[config.mk]
export PLATFORM = sky130hd
export DESIGN_NAME = uart_tx_arbiter
export DESIGN_NICKNAME = d
export VERILOG_FILES = /design/src/rtl/uart_tx_arbiter_pkg.sv /design/src/rtl/uart_tx_arbiter_rr_sel.sv /design/src/rtl/uart_tx_arbiter.sv
export SDC_FILE = /design/constraint.sdc
export NUM_CORES = 1
export LEC_CHECK = 0
export ABC_AREA = 1
export CAP_MARGIN = 20
export CORE_ASPECT_RATIO = 0.75
export CORE_MARGIN = 5
export CORE_UTILIZATION = 45
export DETAILED_ROUTE_END_ITERATION = 8
export PLACE_DENSITY = 0.95
export SKIP_CTS_REPAIR_TIMING = 1
export SKIP_LAST_GASP = 1
export SYNTH_ARGS = -nofsm -noshare
export SYNTH_HDL_FRONTEND = slang
export SYNTH_HIERARCHICAL = 1
export SYNTH_SLANG_ARGS = --single-unit
[constraint.sdc]
create_clock -name i_clk -period 4.3 [get_ports i_clk]
set_clock_uncertainty 0.2 [all_clocks]
set_input_delay 0.645 -clock i_clk [delete_from_list [all_inputs] [get_ports i_clk]]
set_output_delay 0.645 -clock i_clk [all_outputs]
set_load 0.05 [all_outputs]
[src/rtl/uart_tx_arbiter_pkg.sv]
`default_nettype none
// ============================================================================
//  Module      : uart_tx_arbiter_pkg
//  Description : Shared definitions for the UART TX arbiter: FSM state
//                encodings, default byte width and an index-width helper.
//  Revision    : 1.0 - initial release
// ============================================================================
package uart_tx_arbiter_pkg;

    // Arbiter FSM states; explicit 1-bit encoding.
    typedef enum logic {
        ST_IDLE   = 1'b0,
        ST_LOCKED = 1'b1
    } arb_state_e;

    // Default byte width of the UART TX data path.
    localparam int UART_DATA_WIDTH = 8;

    // Width of an index into N items; a single item still needs one bit.
    function automatic int idx_width(input int n);
        return (n > 1) ? $clog2(n) : 1;
    endfunction

endpackage : uart_tx_arbiter_pkg
`default_nettype wire

[src/rtl/uart_tx_arbiter_rr_sel.sv]
`default_nettype none
// ============================================================================
//  Module      : rr_priority_sel
//  Description : Combinational round-robin priority search. Returns the first
//                asserted request at or after ptr, searching upward modulo N.
//  Ports       : req  - request vector (N bits)
//                ptr  - index holding highest priority
//                pick - one-hot selected request, zero when req is zero
//                idx  - index of the selected request, zero when req is zero
//  Revision    : 1.0 - initial release
// ============================================================================
module rr_priority_sel
    import uart_tx_arbiter_pkg::*;
#(
    parameter int N  = 4,
    parameter int IW = idx_width(N)
) (
    input  logic [N-1:0]  req,
    input  logic [IW-1:0] ptr,
    output logic [N-1:0]  pick,
    output logic [IW-1:0] idx
);

    // Walk offsets from farthest to nearest so the nearest request at or
    // after ptr is the last one written and therefore wins.
    always_comb begin
        pick = '0;
        idx  = '0;
        for (int off = N - 1; off >= 0; off--) begin
            if (req[(int'(ptr) + off) % N]) begin
                pick                          = '0;
                pick[(int'(ptr) + off) % N]   = 1'b1;
                idx                           = IW'((int'(ptr) + off) % N);
            end
        end
    end

endmodule : rr_priority_sel
`default_nettype wire

[src/rtl/uart_tx_arbiter.sv]
`default_nettype none
// ============================================================================
//  Module      : uart_tx_arbiter
//  Description : Shares one UART TX FIFO write port among N_REQ requesters.
//                A requester is locked in as owner for a whole frame (until
//                its i_last byte is written) so frames never interleave.
//                An owner that stops requesting for TIMEOUT cycles is forcibly
//                released and o_err pulses for one cycle.
//  Ports       : i_clk      - clock, rising edge
//                i_reset    - asynchronous active-high reset
//                i_req      - per-requester byte valid
//                i_data     - packed bytes, requester k at [k*DATA_WIDTH +:]
//                i_last     - per-requester end-of-frame flag
//                i_tx_full  - TX FIFO full (backpressure)
//                o_gnt      - one-hot byte-accepted strobe to the owner
//                o_w_data   - byte to the TX FIFO
//                o_wr_uart  - TX FIFO write strobe
//                o_busy     - a requester owns the port
//                o_owner    - current owner index, 0 when not busy
//                o_err      - one-cycle pulse after a timeout release
//  Revision    : 1.0 - initial release
// ============================================================================
module uart_tx_arbiter
    import uart_tx_arbiter_pkg::*;
#(
    parameter int DATA_WIDTH = UART_DATA_WIDTH,
    parameter int N_REQ      = 4,
    parameter int TIMEOUT    = 16
) (
    input  logic                        i_clk,
    input  logic                        i_reset,
    input  logic [N_REQ-1:0]            i_req,
    input  logic [N_REQ*DATA_WIDTH-1:0] i_data,
    input  logic [N_REQ-1:0]            i_last,
    input  logic                        i_tx_full,
    output logic [N_REQ-1:0]            o_gnt,
    output logic [DATA_WIDTH-1:0]       o_w_data,
    output logic                        o_wr_uart,
    output logic                        o_busy,
    output logic [idx_width(N_REQ)-1:0] o_owner,
    output logic                        o_err
);

    localparam int OW = idx_width(N_REQ);
    localparam int CW = $clog2(TIMEOUT + 1);

    arb_state_e       state_q,  state_d;
    logic [OW-1:0]    owner_q,  owner_d;
    logic [OW-1:0]    rr_ptr_q, rr_ptr_d;
    logic [CW-1:0]    tmo_q,    tmo_d;
    logic             err_q,    err_d;

    logic [N_REQ-1:0]      pick;
    logic [OW-1:0]         pick_idx;
    logic                  any_req;
    logic                  owner_req;
    logic                  accept;
    logic [OW-1:0]         owner_next;
    logic [DATA_WIDTH-1:0] owner_data;

    rr_priority_sel #(
        .N  (N_REQ),
        .IW (OW)
    ) u_rr_sel (
        .req  (i_req),
        .ptr  (rr_ptr_q),
        .pick (pick),
        .idx  (pick_idx)
    );

    assign any_req    = |pick;
    assign owner_req  = i_req[owner_q];
    assign owner_data = i_data[int'(owner_q)*DATA_WIDTH +: DATA_WIDTH];
    assign owner_next = (owner_q == OW'(N_REQ - 1)) ? '0 : owner_q + 1'b1;

    // ------------------------------------------------------------------------
    // State register
    // ------------------------------------------------------------------------
    always_ff @(posedge i_clk or posedge i_reset) begin
        if (i_reset) begin
            state_q  <= ST_IDLE;
            owner_q  <= '0;
            rr_ptr_q <= '0;
            tmo_q    <= '0;
            err_q    <= 1'b0;
        end else begin
            state_q  <= state_d;
            owner_q  <= owner_d;
            rr_ptr_q <= rr_ptr_d;
            tmo_q    <= tmo_d;
            err_q    <= err_d;
        end
    end

    // ------------------------------------------------------------------------
    // Next state and outputs
    // ------------------------------------------------------------------------
    always_comb begin
        state_d   = state_q;
        owner_d   = owner_q;
        rr_ptr_d  = rr_ptr_q;
        tmo_d     = tmo_q;
        err_d     = 1'b0;
        accept    = 1'b0;
        o_gnt     = '0;
        o_wr_uart = 1'b0;
        o_w_data  = '0;

        case (state_q)
            ST_IDLE: begin
                if (any_req) begin
                    state_d = ST_LOCKED;
                    owner_d = pick_idx;
                    tmo_d   = '0;
                end
            end

            ST_LOCKED: begin
                // Byte is presented even while stalled so the FIFO side
                // sees a stable value.
                o_w_data = owner_data;
                accept   = owner_req & ~i_tx_full;
                if (accept) begin
                    o_wr_uart      = 1'b1;
                    o_gnt[owner_q] = 1'b1;
                    tmo_d          = '0;
                    if (i_last[owner_q]) begin
                        state_d  = ST_IDLE;
                        rr_ptr_d = owner_next;
                        owner_d  = '0;
                    end
                end else if (!owner_req) begin
                    // Only an absent owner request ages the lock; a full
                    // FIFO leaves the counter where it is.
                    if (tmo_q == CW'(TIMEOUT - 1)) begin
                        state_d  = ST_IDLE;
                        rr_ptr_d = owner_next;
                        owner_d  = '0;
                        tmo_d    = '0;
                        err_d    = 1'b1;
                    end else begin
                        tmo_d = tmo_q + 1'b1;
                    end
                end
            end

            default: begin
                state_d = ST_IDLE;
            end
        endcase
    end

    assign o_busy  = (state_q == ST_LOCKED);
    assign o_owner = o_busy ? owner_q : '0;
    assign o_err   = err_q;

endmodule : uart_tx_arbiter
`default_nettype wire

==> results.py <==
metrics = {
    "routing": {
        "wl_met1_um": 2190,
        "routed_wl_um": 4710,
        "met2_length_um": 2080,
        "avgRoutedWirePerCell_um": 13.5,
        "ant_nets": 0,
        "routed_via_density": 5.22,
        "via_count": 1823,
        "drt_iter0_drc": 130,
        "wl_met3_um": 356,
        "drt_pre_antenna_iters": 4,
        "top_layer": "met4",
        "drc": 0,
    },
    "yosys": {
        "synthTopCellsByArea": "dfrtp_1 (18%), nor2_1 (14%), nand2_1 (12%)",
        "synth-main-ff-cell": "dfrtp_1",
        "syn_area_per_cell_sq_um": 5.96,
        "yosys.area.top_type_share_pct": 18.2,
        "yosysTopAreaCell": "dfrtp_1",
        "seq_area_frac_synth_pct": 18.2,
        "ys_ff_latch": 11,
        "yosysWarnings": 6,
        "synth_cell_types": 24,
        "syn_nets": 310,
        "syn_area_sq_um": 1510,
        "synth-edff-count": 0,
        "synth.most_common_cell": "nor2_1",
        "yosys-top-cells-count": "nor2_1 (55), nand2_1 (49), nand3_1 (25)",
        "postSynth.asyncResetShare_pct": 100,
        "syn_inst": 254,
    },
    "timing": {
        "worst_slew_pin_slew_ns": 0.800,
        "max_clock_freq_mhz": 274,
        "finalSetupViolations": 0,
        "hold_viol": 0,
        "rsz0062_at_grt": "false",
        "fin_tns_setup_ns": 0,
        "slew_violations": 0,
        "relSlewSlack_pct": 46.7,
        "fin_ws_ns": 0.652,
        "post-route-period-util_pct": 84.8,
        "layout_min_cycle_time_ns": 3.65,
    },
    "floorplanning": {
        "die_h_um": 60.2,
        "start_util_pct": 46.4,
        "core_area_sq_um": 3270,
        "die-width_um": 77.0,
        "placementRows": 18,
        "ios": 60,
        "die_area_sq_um": 4640,
    },
    "job": {
        "maxCapViolCount": 0,
    },
    "clocking": {
        "clkSinkCount": 11,
        "clk_pin_slew_ns": 0.05,
        "cts_root_buffer": "clkbuf_8",
        "cts.htree.levels": 1,
        "cts_tree": "yes",
        "cts_buffers": 3,
        "cts_buffer_depth": 2,
        "clock_latency_ns": 0.24,
    },
    "place": {
        "gp_congestion": 0.838,
        "io_buffers": 59,
        "placed_cells": 345,
        "placed_area_sq_um": 2110,
        "hpwl_um": 3670,
        "post-place-ws_ns": 0.848,
    },
    "worst_setup_path": {
        "critPathLaunchType": "flip-flop",
        "startpoint": "owner_q[0]$_DFFE_PP0P_",
        "end_kind": "primary output",
        "cp_slowest_cell": "clkdlybuf4s50_1",
        "worstPathRequired_ns": 3.45,
        "worstSetupPathType": "flip-flop to primary output",
        "path_buf_inv": 2,
        "crit_arrival_ns": 2.80,
        "regToRegStartpoint": "rr_ptr_q[0]$_DFFE_PP0P_",
        "worst_path_largest_cell_delay_ns": 0.82,
        "cp_max_fo": 26,
        "crit_chain": "inv_2, nand2_1, nand3_2, nand2_2, nor2_4, nand2_1, nor2_1, clkdlybuf4s50_1",
        "path_common_cell": "nand2_1",
        "r2r_cells": 17,
        "cpLargestDelayFamily": "buffers and inverters",
        "crit_cells": 8,
    },
    "power_and_ir_drop": {
        "peakVddDrop_v": 0.000308,
        "leakagePower_nw": 1.06,
        "powerDensity_nw_per_um2": 757,
    },
    "grt": {
        "grt_start_max_net_pins": 27,
        "antenna_found_initial": 0,
        "grt-ovfl-total": 0,
        "first_global_vias": 1767,
        "grt_util_all_layers_pct": 20.6,
        "grt_pass1_wl_um": 7800,
    },
    "layout": {
        "final_cells": 349,
        "design_area_sq_um": 2150,
        "drive_above_1_share_pct": 9.06,
        "syn2layout_area_growth_pct": 42.1,
        "nets": 366,
        "fillers": 296,
        "n_antenna_cell": 0,
    },
    "hold_path": {
        "hold_depth": 2,
        "worstHoldStart": "tmo_q[4]$_DFFE_PP0P_",
        "hold_path.class": "flip-flop to flip-flop",
    },
    "status": {
        "status": "completed",
    },
}
[worst paths after layout]
check,to,slack (ns)
setup / recovery,o_gnt[2],0.65
hold / removal,tmo_q[4]$_DFFE_PP0P_,0.30
setup reg to reg,owner_q[0]$_DFFE_PP0P_,1.41
hold reg to reg,tmo_q[4]$_DFFE_PP0P_,0.30
max in group asynchronous,tmo_q[2]$_DFFE_PP0P_,3.10
min in group asynchronous,rr_ptr_q[1]$_DFFE_PP0P_,0.50
[final cells by class]
class	count	area (sq um)	share of cell area, %
multi-input combinational	206	1080	50.3
timing repair buffer	59	591	27.4
sequential	11	275	12.8
inverter	29	109	5.06
tap	40	50.0	2.33
clock buffer	4	45.0	2.09
[flip-flops by register name, indices dropped and copies added (netlist names)]
name	cells
o_busy	1
tmo_q	5
o_err	1
owner_q	2
rr_ptr_q	2
[where the power goes]
part / internal (mW) / switching (mW)
sequential: 0.136 / 0.103
combinational: 0.437 / 0.849
clock: 0.0650 / 0.0379
[per-layer routing]
metal,GRT usage [%],vias up
met5,0,-
met4,6.37,0
met3,5.12,13
met2,34.7,92
met1,26.3,793
li1,-,925
[cell families (layout without fill, tap and decap cells)]
| group | Yosys count | in the layout | synth area share (%) |
|---|---|---|---|
| xor+xnor | 1 | 1 | 0.579 |
| buf+inv | 37 | 92 | 10.3 |
| flops | 11 | 11 | 18.2 |
| simple gates | 156 | 156 | 48.3 |
| fa+ha+maj | 13 | 13 | 10.7 |
| compound gates | 36 | 36 | 11.9 |
[tightest hold or removal path, delay by kind of cell (launching register included)]
kind,cells,cell delay (ns)
compound gates,1,0.04
buf+inv,1,0.07
flops,1,0.36
[per-stage QoR]
stage | hold slack (ns) | utilization, % | total power, mW
final | 0.303 | 65.9 | 1.63
after global routing | 0.335 | 65.9 | 1.77
after CTS | 0.301 | 65.9 | 1.62
after detailed placement | 0.293 | 64.5 | 1.51
after global placement | 0.290 | 64.5 | 1.47
after floorplan | 0.271 | - | 1.18
[cells in the final DEF (no fill, tap or decap), drive strengths merged]
cell type      count
nand4              4
ha                13
xor2               1
nor2              57
clkdlybuf4s50     59
a21oi             14
dfrtp             11
nand2             58
and3               1
clkbuf             4
o21ai             22
inv               29
nand3             32
or2                3
nand3b             1
Power figures use the tool's default switching activity.
